### src/rtl/bram_port_arbiter.sv
// bram_port_arbiter: round-robin share of one BRAM port between two requesters with burst lock and timeout
// Ports: clk_i/rst_ni clock and async active-low reset; mX_req/lock/we/addr/wdata requester beats,
// mX_gnt_o beat accepted, mX_rvalid_o/mX_rdata_o read return; bram_*_a drive the BRAM primitive port.
// Define BRAM_ARB_RDATA_REG_EN to register read data (2-cycle read latency instead of 1).
module bram_port_arbiter #(
  parameter int DATA_WIDTH   = 64,
  parameter int ADDR_WIDTH   = 13,
  parameter int LOCK_TIMEOUT = 16
) (
  input  logic                    clk_i,
  input  logic                    rst_ni,
  input  logic                    m0_req_i,
  output logic                    m0_gnt_o,
  input  logic                    m0_lock_i,
  input  logic [DATA_WIDTH/8-1:0] m0_we_i,
  input  logic [ADDR_WIDTH-1:0]   m0_addr_i,
  input  logic [DATA_WIDTH-1:0]   m0_wdata_i,
  output logic                    m0_rvalid_o,
  output logic [DATA_WIDTH-1:0]   m0_rdata_o,
  input  logic                    m1_req_i,
  output logic                    m1_gnt_o,
  input  logic                    m1_lock_i,
  input  logic [DATA_WIDTH/8-1:0] m1_we_i,
  input  logic [ADDR_WIDTH-1:0]   m1_addr_i,
  input  logic [DATA_WIDTH-1:0]   m1_wdata_i,
  output logic                    m1_rvalid_o,
  output logic [DATA_WIDTH-1:0]   m1_rdata_o,
  output logic                    bram_en_a,
  output logic [DATA_WIDTH/8-1:0] bram_we_a,
  output logic [ADDR_WIDTH-1:0]   bram_addr_a,
  output logic [DATA_WIDTH-1:0]   bram_wrdata_a,
  input  logic [DATA_WIDTH-1:0]   bram_rddata_a
);
  localparam int BW = DATA_WIDTH / 8;
  localparam int CW = LOCK_TIMEOUT > 0 ? $clog2(LOCK_TIMEOUT + 1) : 1;
  typedef enum logic [1:0] {UNLOCKED, LOCK0, LOCK1} state_t;
  state_t state, state_nxt;
  logic last_grant, last_grant_nxt;
  logic [CW-1:0] tcnt, tcnt_nxt;
  logic timed_out, open_arb, gnt0, gnt1, any_gnt, sel, sel_lock, rd_beat;
  logic [BW-1:0] sel_we;
  logic rv0, rid0, rv_out, rid_out;
  logic [DATA_WIDTH-1:0] rdata_out;
  // an expired lock behaves as unlocked in the same cycle, with the owner as last_grant
  assign timed_out = (LOCK_TIMEOUT != 0) && (tcnt == CW'(LOCK_TIMEOUT));
  always_comb begin
    open_arb       = state == UNLOCKED || timed_out;
    gnt0           = open_arb ? m0_req_i && (!m1_req_i || last_grant) : state == LOCK0 && m0_req_i;
    gnt1           = open_arb ? m1_req_i && (!m0_req_i || !last_grant) : state == LOCK1 && m1_req_i;
    any_gnt        = gnt0 || gnt1;
    sel            = gnt1 ? 1'b1 : gnt0 ? 1'b0 : last_grant;
    sel_lock       = sel ? m1_lock_i : m0_lock_i;
    sel_we         = sel ? m1_we_i : m0_we_i;
    rd_beat        = any_gnt && sel_we == '0;
    last_grant_nxt = any_gnt ? sel : last_grant;
    state_nxt      = any_gnt ? (sel_lock ? (sel ? LOCK1 : LOCK0) : UNLOCKED) : open_arb ? UNLOCKED : state;
    tcnt_nxt       = (open_arb || any_gnt || LOCK_TIMEOUT == 0) ? '0 : tcnt + 1'b1;
  end
  always_ff @(posedge clk_i or negedge rst_ni)
    if (!rst_ni) begin
      state      <= UNLOCKED;
      last_grant <= 1'b1;
      tcnt       <= '0;
      rv0        <= 1'b0;
      rid0       <= 1'b0;
    end else begin
      state      <= state_nxt;
      last_grant <= last_grant_nxt;
      tcnt       <= tcnt_nxt;
      rv0        <= rd_beat;
      rid0       <= sel;
    end
`ifdef BRAM_ARB_RDATA_REG_EN
  logic rv1, rid1;
  logic [DATA_WIDTH-1:0] rdata_q;
  always_ff @(posedge clk_i or negedge rst_ni)
    if (!rst_ni) begin
      rv1     <= 1'b0;
      rid1    <= 1'b0;
      rdata_q <= '0;
    end else begin
      rv1     <= rv0;
      rid1    <= rid0;
      rdata_q <= bram_rddata_a;
    end
  assign rv_out    = rv1;
  assign rid_out   = rid1;
  assign rdata_out = rdata_q;
`else
  assign rv_out    = rv0;
  assign rid_out   = rid0;
  assign rdata_out = bram_rddata_a;
`endif
  assign m0_gnt_o      = gnt0;
  assign m1_gnt_o      = gnt1;
  assign bram_en_a     = any_gnt;
  assign bram_we_a     = any_gnt ? sel_we : '0;
  assign bram_addr_a   = sel ? m1_addr_i : m0_addr_i;
  assign bram_wrdata_a = sel ? m1_wdata_i : m0_wdata_i;
  assign m0_rvalid_o   = rv_out && !rid_out;
  assign m1_rvalid_o   = rv_out && rid_out;
  assign m0_rdata_o    = rdata_out;
  assign m1_rdata_o    = rdata_out;
endmodule
### config.mk
export PLATFORM = sky130hd
export DESIGN_NAME = bram_port_arbiter
export DESIGN_NICKNAME = d
export VERILOG_FILES = /design/src/rtl/bram_port_arbiter.sv
export SDC_FILE = /design/constraint.sdc
export NUM_CORES = 1
export LEC_CHECK = 0
export BUFFER_PORTS_ARGS = -buffer_cell sky130_fd_sc_hd__buf_2
export CORE_AREA = 2 2 176 178
export CTS_CLUSTER_DIAMETER = 50
export DETAILED_ROUTE_END_ITERATION = 10
export DIE_AREA = 0 0 178 180
export GPL_ROUTABILITY_DRIVEN = 0
export PLACE_DENSITY = 0.31
export SYNTH_ARGS = -nofsm -noshare
export SYNTH_HDL_FRONTEND = slang
export SYNTH_SLANG_ARGS = --single-unit
### constraint.sdc
create_clock -name clk_i -period 2.4 [get_ports clk_i]
set_input_delay 0.12 -clock clk_i [delete_from_list [all_inputs] [get_ports clk_i]]
set_output_delay 0.12 -clock clk_i [all_outputs]
set_load 0.02 [all_outputs]
==> results of run 1 <==
==> final cells by class <==
| cell class | count | area, um2 |
|---|---|---|
| repair buffers | 290 | 1760 |
| fillers | 3479 | 26100 |
| clock buffers | 4 | 78.8 |
| inverters | 9 | 33.8 |
| well taps | 396 | 495 |
| multi-input cells | 148 | 1430 |
| flip-flops and latches | 10 | 251 |
==> worst paths after layout <==
path / start / endpoint / slack, ns / cells past startpoint
worst max-delay path: tcnt[0] / bram_wrdata_a[50] / 0.05 / 10
worst min-delay path: m1_lock_i / state[1] / 0.14 / 3
worst max register to register: tcnt[0] / rv0 / 0.58 / 7
worst min register to register: tcnt[4] / tcnt[4] / 0.62 / 2
max in group asynchronous: rst_ni / last_grant / 1.84 / 2
min in group asynchronous: rst_ni / state[1] / 0.29 / 2
==> kinds of logic after synthesis <==
group / count (synthesis) / share of synthesized area
buf+inv: 147 / 0.402
mux: 77 / 0.333
compound gates: 33 / 0.0743
simple gates: 33 / 0.0784
flops: 10 / 0.0933
xor+xnor: 3 / 0.00975
fa+ha+maj: 2 / 0.00928
==> cells in the final DEF, fill, tap and decap left out, drive strengths merged, types with 3 or more instances in the layout <==
master  count
a21o        4
a21oi      13
buf       286
clkbuf      7
dfrtp       9
inv         9
mux2       77
nand2       3
nand3      10
nor2        8
o21ai      10
==> critical path, stage by stage, from the launching register on <==
cell and delay, ns:
dfrtp_1 0.38, inv_2 0.07, ha_4 0.14, nand4bb_4 0.15
a21oi_2 0.31, nor2_8 0.09, buf_12 0.14, buf_12 0.13
clkbuf_16 0.15, mux2_4 0.30, buf_6 0.13
==> synth_stat cells <==
master,count,share of area
a21o_1,4,0.011
o22ai_1,1,0.0023
a32oi_1,1,0.0032
mux2_2,69,0.29
nor4_1,1,0.0023
dfstp_2,1,0.0097
clkbuf_1,1,0.0014
a21boi_0,1,0.0028
buf_6,1,0.0042
a21oi_2,1,0.0032
inv_2,1,0.0014
or4_1,2,0.0056
buf_4,134,0.37
o32ai_1,1,0.0032
nor2_1,7,0.0097
ha_1,2,0.0093
a21oi_1,12,0.022
o221a_1,1,0.0042
dfrtp_1,9,0.084
nand2_1,3,0.0042
buf_8,2,0.011
nor3_1,1,0.0019
xnor2_1,1,0.0032
nand3_1,10,0.019
mux2_4,8,0.045
inv_1,8,0.011
and2_1,2,0.0046
nor2b_1,2,0.0046
nand4bb_4,1,0.010
a2111oi_0,1,0.0032
nor2_8,1,0.0074
o21ai_0,10,0.019
and4bb_2,1,0.0046
xor2_1,2,0.0065
nand2b_1,2,0.0046
==> stage by stage <==
step	TNS [ns]	util	area (um2)	total power, uW	hold slack, ns
after floorplan	0	-	2700	2640	-0.176
after global placement	0	0.118	3570	3280	0.0107
after detailed placement	0	0.118	3570	3250	0.00789
after CTS	-0.000724	0.128	3860	4000	0.135
after global routing	-0.439	0.134	4050	4490	0.186
final	0	0.134	4050	4240	0.139
==> per-layer routing <==
layer  wire length [um]  up-vias  part of all wire
met2               6950      172              0.48
li1                   -     1224                 -
met4                145        0             0.010
met5                  0        -                 0
met3               1120       18             0.077
met1               6220     1216              0.43
==> state kept, by name, indices dropped and copies added (netlist names) <==
name / count
state: 2
tcnt: 5
rid0: 1
rv0: 1
last_grant: 1
==> what timing repair did <==
action | in CTS | in global routing
pin swaps | 2 | 2
hold buffers | 1 | 0
hold endpoints to repair | 9 | 0
gates resized for setup | 15 | 40
setup endpoints to repair | 73 | 57
gates cloned | 2 | 2
buffers inserted | 8 | 1
==> power by group through the flow <==
stage | clock [uW] | sequential [uW] | combinational (uW)
finish | 303 | 303 | 3630
floorplan | 0 | 287 | 2350
global placement | 0 | 310 | 2970
detailed placement | 0 | 306 | 2940
CTS | 314 | 303 | 3380
global route | 323 | 315 | 3860
==> summary.txt, run 1 <==
Status
  – Status: completed

STA
  – Final hold violation count: 0
  – RSZ-0062 raised after global routing: yes
  – Crit path time final: 2.35 ns
  – Max-Slew Margin vs Limit: 0.588
  – PnR worst setup slack: approximately 0.052 ns
  – Final period utilization: 0.978
  – Clk_skew: 0.00413 ns
  – Worst-margin pin slew: approximately 0.6 ns
  – Final setup viols: 0
  – Max-slew violations: 0
  – FMAX: between 400 and 500 MHz

Floorplan
  – Die extent in y: 180 um
  – Std cell rows: 64
  – Total core area: between 30000 and 40000 um2
  – Starting Density: 0.0893
  – Die width: around 180 um
  – I/O pin total: about 460
  – Die area: around 32000 um2

Clocking
  – Clk Latency, worst-skew pair: about 0.24 ns
  – H-tree depth: 1
  – Clock Tree Buf Depth: 2
  – CTS tree: yes
  – Root buf cell: clkbuf_16
  – CTS clk-pin slew, worst paths: roughly 0.040 ns
  – Sink Count: 10
  – Cts bufs inserted: 3

Routing
  – Total wire length: roughly 14000 um
  – Wirelength per Cell: around 17 um
  – Via density: roughly 3.1
  – Drt drc: 0
  – Antenna viol nets, final: 0
  – Routed vias: ~2600
  – DR pass1 iterations: 4
  – Iter 0 DRT Violations: between 70 and 80

Final layout
  – Nets: roughly 700
  – Diode count: 0
  – Area Growth Syn to Fin: 50.2%
  – Layout cell share with drive strength beyond 1: 0.822
  – Count of non-filler cells in the finished layout: roughly 860

Yosys
  – Sequential share of the synthesized area: 0.0933
  – FF+latch count, synth: 10
  – Cell Area, Synth: 2700 um2
  – Netlist cell types: 35
  – Yosys warns: 0
  – Mapped Nets: 547
  – Synthesized instance count: 305
  – Mean Syn Cell Area: approximately 8.8 um2

Pwr
  – Clk pwr share: 0.072
  – Int Power: 2280 uW
  – Max rail drop VDD: ~0.43 mV
  – Register share of total power: 0.072
  – Sw Share: 0.462
  – P_sw: ~2000 uW
  – Logic pwr share: 0.857
  – Leakage dissipation: 0.00199 uW
  – Pwr dens: approximately 1000 nW/um2

Global route
  – Top Usage Layer GRT: met2
  – GR Util met2: 0.135
  – First-pass GRT wire length: around 19000 um
  – M3 GR Usage: 0.0245
  – GR Util met1: 0.108
  – GRT Residual Overflow: 0
  – Total GRT Usage: 0.0823
  – Vias in the first global route: approximately 2700
  – Initial antenna violation count: 0
  – Largest net degree at the start of global routing: 22

Worst setup path
  – Worst Setup End Kind: primary output
  – WS Path Type: register to primary output
  – WP data arrival: roughly 2.2 ns
  – CP startpoint kind: register
  – Crit path max fanout: 4
  – Worst EP required: roughly 2.3 ns

Place
  – Placed cells: ~840
  – Worst slack, placed: roughly 0.075 ns
  – IO buf count: about 270
  – Dpl hpwl: between 10000 and 15000 um

Worst hold path
  – Hold Crit Class: input port to register

Job
  – Max_cap viols: 0
No activity file was read; power rests on OpenSTA's default activity.
==> inputs of run 2 (changes only) <==
==> config.mk (replaced) <==
export PLATFORM = sky130hd
export DESIGN_NAME = bram_port_arbiter
export DESIGN_NICKNAME = d
export VERILOG_FILES = /design/src/rtl/bram_port_arbiter.sv
export SDC_FILE = /design/constraint.sdc
export NUM_CORES = 1
export LEC_CHECK = 0
export ABC_AREA = 1
export BUFFER_PORTS_ARGS = -buffer_cell sky130_fd_sc_hd__buf_2
export CORE_AREA = 2 2 177 179
export CTS_CLUSTER_DIAMETER = 50
export DETAILED_ROUTE_END_ITERATION = 10
export DIE_AREA = 0 0 179 181
export GPL_ROUTABILITY_DRIVEN = 0
export PLACE_DENSITY = 0.3
export SYNTH_ARGS = -nofsm -noshare
export SYNTH_HDL_FRONTEND = slang
export SYNTH_SLANG_ARGS = --single-unit
==> run 2 against run 1 <==
Against the previous run:
- die area increased by 1.1%
- power increased by 3.3%
- sequential power decreased by 13%
- clock skew decreased by 0.0011 ns
- core utilization increased by 0.58 points
- register-to-register slack got worse by 0.21 ns
- global-route usage decreased by 2.2 points
- fmax increased by 1.4%
- combinational power increased by 5%
- final cell count increased by 0.35%
- largest cell class unchanged
- highest routed layer unchanged
==> summary.txt, run 2 <==
Job
  – Max_cap viols: 0 (unchanged)

Routing
  – Routed vias: 2591 (-1.5%)
  – DR pass1 iterations: 4 (unchanged)
  – Drt drc: 0 (unchanged)
  – Iter 0 DRT Violations: 69 (-8.0%)
  – Wirelength per Cell: 14.2 um (-16%)
  – Via density: 3.01 (-1.8%)
  – Antenna viol nets, final: 0 (unchanged)
  – Total wire length: 12200 um (-16%)

Final layout
  – Max FFs per register: 5 (unchanged)
  – Commonest non-fill, non-tap cell in the layout: buf_2
  – Area Growth Syn to Fin: 63.7%
  – Layout cell share with drive strength beyond 1: 0.830 (+0.00762)
  – Largest reg by FF count: tcnt
  – Count of non-filler cells in the finished layout: 860 (+0.35%)
  – Top Registers: tcnt: 5 flops, state: 2 flops
  – Nets: 707 (+0.43%)
  – Most frequent cells in the layout: 221 x buf_2, 40 x mux2_2, 38 x buf_6, 37 x mux2_4, 21 x nand2_1
  – Diode count: 0 (unchanged)

Worst hold path
  – Hold Crit Class: input port to register
  – Worst Min Path Start: m0_lock_i
  – Hold Path Sink: state[0]
  – WHS Path Cells: 3 (unchanged)

Worst setup path
  – Worst-path cell chain: inv_2, ha_4, nand2_2, inv_2, nand2_4, a21oi_4, nand2_8, nand2_8, clkbuf_16, mux2_2, buf_6
  – Slowest stage delay, CP: 0.40 ns (+0.02 ns)
  – Worst EP required: 2.28 ns (about the same)
  – Reg2reg setup slack: 0.37 ns (-0.21 ns)
  – Cell count of the worst reg-to-reg path: 14 (+7)
  – WS Path Type: register to primary output
  – Crit path max-delay family: buffers and inverters
  – Slowest-stage cell, CP: dfrtp_1
  – Crit path max fanout: 8 (+4)
  – Crit. Startpoint: tcnt[0]
  – Reg-to-reg startpoint: tcnt[0]
  – CP Buf/Inv Count: 4 (-1)
  – WP data arrival: 2.20 ns (-0.03 ns)
  – CP startpoint kind: register
  – Reg2reg end: rv0
  – Worst Setup End Kind: primary output

Clocking
  – Cts bufs inserted: 3 (unchanged)
  – H-tree depth: 1 (unchanged)
  – CTS tree: yes
  – Clk Latency, worst-skew pair: 0.24 ns (about the same)
  – Sink Count: 10 (unchanged)
  – Clock Tree Buf Depth: 2 (unchanged)
  – CTS clk-pin slew, worst paths: 0.04 ns (about the same)
  – Root buf cell: clkbuf_16

Floorplan
  – Starting Density: 0.0855 (-0.00385)
  – Total core area: 30300 um2 (+0.53%)
  – Die width: 179 um (+0.56%)
  – Std cell rows: 64 (unchanged)
  – Die extent in y: 181 um (+0.56%)
  – Die area: 32400 um2 (+1.1%)
  – I/O pin total: 458 (unchanged)

Global route
  – Vias in the first global route: 2578 (-4.8%)
  – First-pass GRT wire length: 14600 um (-24%)
  – Initial antenna violation count: 0 (unchanged)
  – GRT Residual Overflow: 0 (unchanged)
  – Total GRT Usage: 0.0604 (-0.0219)
  – Largest net degree at the start of global routing: 29 (+32%)

STA
  – Final hold violation count: 0 (unchanged)
  – Hold WS: 0.123 ns (-0.0159 ns)
  – Max-Slew Margin vs Limit: 0.825 (+0.238)
  – Worst-margin pin slew: 0.259 ns (-0.354 ns)
  – Clk_skew: 0.00304 ns (-0.00109 ns)
  – RSZ-0062 raised after global routing: yes
  – Crit path time final: 2.32 ns (-0.0315 ns)
  – Final period utilization: 0.965 (-0.0131)
  – FMAX: 432 MHz (+1.4%)
  – Max-slew violations: 0 (unchanged)
  – Final setup viols: 0 (unchanged)

Place
  – IO buf count: 265 (unchanged)
  – Placed cells: 839 (unchanged)
  – Dpl hpwl: 8960 um (-28%)

Yosys
  – Post-synth top area share: 0.373 (about the same)
  – EDFF count, synth: 0 (unchanged)
  – Synth top cells by count: 129 x buf_4, 68 x mux2_2, 26 x nand2_1
  – Count leader, synth: buf_4
  – Area contributors post-synth: buf_4 37%, mux2_2 30%, dfrtp_1 8.7%
  – FF+latch count, synth: 10 (unchanged)
  – Mapped Nets: 553 (+1.1%)
  – Synth area leader: buf_4
  – Async set-reset flop share out of synthesis: 1.00 (unchanged)
  – Yosys warns: 0 (unchanged)
  – Synthesized instance count: 311 (+2.0%)
  – Mean Syn Cell Area: 8.34 um2 (-5.7%)
  – Cell Area, Synth: 2590 um2 (-3.8%)
  – Ys flop type: dfrtp_1
  – Sequential share of the synthesized area: 0.0970 (+0.00369)
  – Netlist cell types: 23 (-34%)

Pwr
  – Pwr dens: 1030 nW/um2 (-1.5%)
  – Int Power: 2350 uW (+3.2%)
  – Sw Share: 0.462 (+0.000499)
  – Leakage dissipation: 0.00220 uW (+11%)
  – P_sw: 2020 uW (+3.4%)
  – Max rail drop VDD: 0.327 mV (-23%)
  – Register share of total power: 0.060 (-0.012)
  – Clk pwr share: 0.068 (-0.004)
  – Logic pwr share: 0.872 (+0.015)

Status
  – Status: completed
==> run 2: cell count changes in the layout (fill, tap and decap cells not counted), moves of 4 or more <==
cell	change
nor2_1	+6
buf_12	-4
buf_2	-28
o21ai_0	-7
a21oi_1	-8
mux2_2	-16
inv_1	+4
buf_6	+22
nand2_1	+18
mux2_4	+16
nand2_2	+4
==> run 2: tightest hold or removal path: cells and delay by family <==
kind	cells	cell delay [ns]
buf+inv	1	0.08
compound gates	1	0.06
simple gates	1	0.05
==> run 2: metal layers <==
metal / share of wire / track usage / wire length (um)
met1: 0.41 / 0.0737 / 4970
met2: 0.45 / 0.0942 / 5470
met3: 0.14 / 0.0339 / 1640
met4: 0.0066 / 0.00846 / 80
met5: 0 / 0 / 0
==> run 2: worst max-delay path by stage <==
| stage | to | depth (start not counted) | slack, ns |
|---|---|---|---|
| after CTS | bram_wrdata_a[0] | 12 | 0.02 |
| after global placement | bram_wrdata_a[0] | 12 | 0.17 |
| after global routing | bram_wrdata_a[50] | 11 | -0.03 |
| final | bram_wrdata_a[19] | 11 | 0.08 |
| after floorplan | bram_we_a[2] | 11 | 0.55 |
| after detailed placement | bram_wrdata_a[0] | 12 | 0.17 |
==> run 2: layout make-up <==
class	count	area [um2]
Fill cell	3449	26100
Inverter	14	52.6
Clock buffer	4	78.8
Timing Repair Buffer	285	1900
Tap cell	396	495
Sequential cell	10	251
Multi-Input combinational cell	151	1470
==> run 2: kinds of logic after synthesis <==
family	synth area share
AOI/OAI and AO/OA	0.0227
xor gates and xnor gates	0.0101
adders and majority gates	0.00965
buffers and inverters	0.414
DFF	0.0970
muxes	0.347
and+or+nand+nor	0.0994
==> run 2: repair_timing <==
item                                    in CTS  in global routing
gates resized for setup                      5                130
gates cloned                                 2                  8
setup buffers                                2                  4
pin swaps                                    3                  6
hold buffers                                 1                  0
endpoints found under the hold margin        9                  0
endpoints found under the setup margin      58                 76
==> run 2: per-stage QoR <==
| stage | cell area, um2 | setup TNS [ns] | util | worst slack [ns] | power [uW] |
|---|---|---|---|---|---|
| 2_1_floorplan | 2590 | 0 | - | 0.549 | 2420 |
| 4_1_cts | 3630 | 0 | 0.120 | 0.0193 | 3500 |
| 3_3_place_gp | 3450 | 0 | 0.114 | 0.172 | 2990 |
| 6_report | 4250 | 0 | 0.140 | 0.0839 | 4370 |
| 3_5_place_dp | 3450 | 0 | 0.114 | 0.167 | 2960 |
| 5_1_grt | 4250 | -0.530 | 0.140 | -0.0252 | 4660 |
==> run 2: power groups by stage <==
| stage | logic, uW | registers [uW] | clock network, uW |
|---|---|---|---|
| final | 3810 | 263 | 298 |
| after global routing | 4070 | 267 | 321 |
| after CTS | 2930 | 256 | 309 |
| after detailed placement | 2700 | 257 | 0 |
| after global placement | 2730 | 260 | 0 |
| after floorplan | 2160 | 251 | 0 |
==> inputs of run 3 (changes only) <==
--- a/config.mk
+++ b/config.mk
@@ -13,6 +13,8 @@
 export DIE_AREA = 0 0 179 181
 export GPL_ROUTABILITY_DRIVEN = 0
 export PLACE_DENSITY = 0.3
+export RECOVER_POWER = 25
 export SYNTH_ARGS = -nofsm -noshare
 export SYNTH_HDL_FRONTEND = slang
 export SYNTH_SLANG_ARGS = --single-unit
+export TNS_END_PERCENT = 20
==> run 3 against run 2 <==
Against the previous run:
- via count decreased by 1.2%
- clock-buffer cell count unchanged
- cell area decreased by 8.0%
- core utilization decreased by 1.1 points
- clock skew about the same
- fmax decreased by 0.69%
- register-to-register slack got worse by 0.02 ns
- first-iteration DRC count decreased by 5.8%
- critical path depth unchanged
- combinational power decreased by 10%
- critical endpoint is now bram_wrdata_a[58]
- largest power group unchanged
- highest routed layer unchanged
==> summary.txt, run 3 (synthesis results as in run 2) <==
Routing
  – Total wire length: 12000 um (-1.1%)
  – DR pass1 iterations: 4 (unchanged)
  – Routed vias: 2560 (-1.2%)
  – Drt drc: 0 (unchanged)
  – Iter 0 DRT Violations: 65 (-5.8%)
  – Via density: 2.98 (-0.97%)
  – Wirelength per Cell: 14.0 um (-0.86%)
  – Antenna viol nets, final: 0 (unchanged)

Clocking
  – Sink Count: 10 (unchanged)
  – CTS tree: yes
  – H-tree depth: 1 (unchanged)
  – Root buf cell: clkbuf_16
  – Clk Latency, worst-skew pair: 0.24 ns (about the same)
  – CTS clk-pin slew, worst paths: 0.04 ns (about the same)
  – Clock Tree Buf Depth: 2 (unchanged)
  – Cts bufs inserted: 3 (unchanged)

Pwr
  – Leakage dissipation: 0.00200 uW (-9.1%)
  – Pwr dens: 1020 nW/um2 (-1.3%)
  – P_sw: 1960 uW (-3.1%)
  – Sw Share: 0.493 (+0.0309)
  – Clk pwr share: 0.075 (+0.007)
  – Max rail drop VDD: 0.299 mV (-8.5%)
  – Int Power: 2010 uW (-14%)
  – Register share of total power: 0.067 (+0.007)
  – Logic pwr share: 0.857 (-0.015)

Worst hold path
  – Worst Min Path Start: m0_lock_i
  – Hold Crit Class: input port to register
  – Hold Path Sink: state[0]
  – WHS Path Cells: 3 (unchanged)

Global route
  – GRT Residual Overflow: 0 (unchanged)
  – Largest net degree at the start of global routing: 29 (unchanged)
  – Total GRT Usage: 0.0603 (about the same)
  – Top Usage Layer GRT: met2
  – GR Util met2: 0.0940 (-0.000154)
  – GR Util met1: 0.0737 (unchanged)
  – First-pass GRT wire length: 14600 um (about the same)
  – Vias in the first global route: 2572 (-0.23%)
  – M3 GR Usage: 0.0339 (unchanged)
  – Initial antenna violation count: 0 (unchanged)

Worst setup path
  – CP Buf/Inv Count: 4 (unchanged)
  – Worst Setup End Kind: primary output
  – Reg2reg setup slack: 0.35 ns (-0.02 ns)
  – WS Path Type: register to primary output
  – CP startpoint kind: register
  – Most used cell along the critical path: nand2_8
  – Crit path max fanout: 8 (unchanged)
  – Crit path max-delay family: buffers and inverters
  – WP data arrival: 2.21 ns (about the same)
  – Reg2reg end: rv0
  – Worst EP required: 2.28 ns (about the same)
  – Reg-to-reg startpoint: tcnt[0]
  – Slowest stage delay, CP: 0.40 ns (about the same)
  – Cell count of the worst reg-to-reg path: 14 (unchanged)
  – Worst-path cell chain: inv_1, ha_1, nand2_1, inv_2, nand2_4, a21oi_4, nand2_8, nand2_8, buf_12, mux2_2, buf_4
  – Slowest-stage cell, CP: dfrtp_1

Final layout
  – Max FFs per register: 5 (unchanged)
  – Top Registers: tcnt: 5 flops, state: 2 flops
  – Most frequent cells in the layout: 260 x buf_2, 65 x mux2_2, 22 x nand2_1, 13 x nor2_1
  – Design Area, Final: 3910 um2 (-8.0%)
  – Commonest non-fill, non-tap cell in the layout: buf_2
  – Nets: 705 (-0.28%)
  – Diode count: 0 (unchanged)
  – Area Growth Syn to Fin: 50.7%
  – Largest reg by FF count: tcnt
  – Layout cell share with drive strength beyond 1: 0.820 (-0.00940)

STA
  – Clk_skew: 0.00302 ns (-0.0000125 ns)
  – Max-slew violations: 0 (unchanged)
  – PnR worst setup slack: 0.0679 ns (-0.0161 ns)
  – Final setup viols: 0 (unchanged)
  – Max-Slew Margin vs Limit: 0.831 (+0.00627)
  – Final hold violation count: 0 (unchanged)
  – Worst-margin pin slew: 0.250 ns (-0.00931 ns)
  – Final period utilization: 0.972 (+0.00669)
  – FMAX: 429 MHz (-0.69%)
  – RSZ-0062 raised after global routing: yes
  – Crit path time final: 2.33 ns (+0.0161 ns)

Job
  – Max_cap viols: 0 (unchanged)

Floorplan
  – I/O pin total: 458 (unchanged)
  – Die extent in y: 181 um (unchanged)
  – Std cell rows: 64 (unchanged)
  – Die area: 32400 um2 (unchanged)
  – Total core area: 30300 um2 (unchanged)
  – Starting Density: 0.0855 (unchanged)
  – Die width: 179 um (unchanged)

Place
  – IO buf count: 265 (unchanged)
  – Worst slack, placed: 0.167 ns (unchanged)
  – Placed inst area: 3450 um2 (unchanged)
  – Dpl hpwl: 8960 um (unchanged)

Status
  – Status: completed
-- run 3: how the worst max path moves through the flow --
| stage | cells past startpoint | slack, ns | start | endpoint |
|---|---|---|---|---|
| after floorplan | 11 | 0.55 | tcnt[0] | bram_we_a[2] |
| after global placement | 12 | 0.17 | tcnt[0] | bram_wrdata_a[0] |
| after detailed placement | 12 | 0.17 | tcnt[0] | bram_wrdata_a[0] |
| after CTS | 12 | 0.01 | tcnt[0] | bram_wrdata_a[0] |
| after global routing | 11 | -0.03 | tcnt[0] | bram_addr_a[11] |
| final | 11 | 0.07 | tcnt[0] | bram_wrdata_a[58] |
-- run 3: cell type report --
type | instances | area (um2)
repair buffers | 282 | 1640
well taps | 396 | 495
flip-flops and latches | 10 | 251
multi-input cells | 152 | 1390
clock buffers | 4 | 78.8
fillers | 3466 | 26400
inverters | 14 | 52.6
-- run 3: power groups by stage --
stage               registers [uW]  clock network, uW  logic [uW]
global route                   271                321        3660
floorplan                      251                  0        2160
global placement               260                  0        2730
detailed placement             257                  0        2700
finish                         267                300        3410
CTS                            256                309        2920
-- run 3: stage by stage --
step           std cells  total power, uW  hold WS (ns)  TNS, ns  utilization
6_report             858             3970         0.122        0        0.129
4_1_cts              847             3490         0.120        0        0.119
3_3_place_gp         839             2990        0.0130        0        0.114
2_1_floorplan        311             2420        -0.176        0            -
5_1_grt              858             4250         0.137   -0.512        0.129
3_5_place_dp         839             2960       0.00648        0        0.114
-- run 3: repair_timing --
action                                  in CTS  in global routing
pin swaps                                    3                  6
gates cloned                                 2                  9
endpoints found under the hold margin        9                  0
endpoints found under the setup margin      58                 77
buffers inserted                             1                  2
hold buffers                                 1                  0
resized for setup                            5                 24
-- run 3: worst min-delay path, delay by kind of cell --
kind	cells	cell delay, ns
compound gates	1	0.06
simple gates	1	0.05
buf+inv	1	0.08
-- run 3: metal layers --
metal / wire (um) / vias to the layer above
li1: - / 1193
met1: 4970 / 1106
met2: 5370 / 250
met3: 1620 / 11
met4: 80 / 0
met5: 0 / -
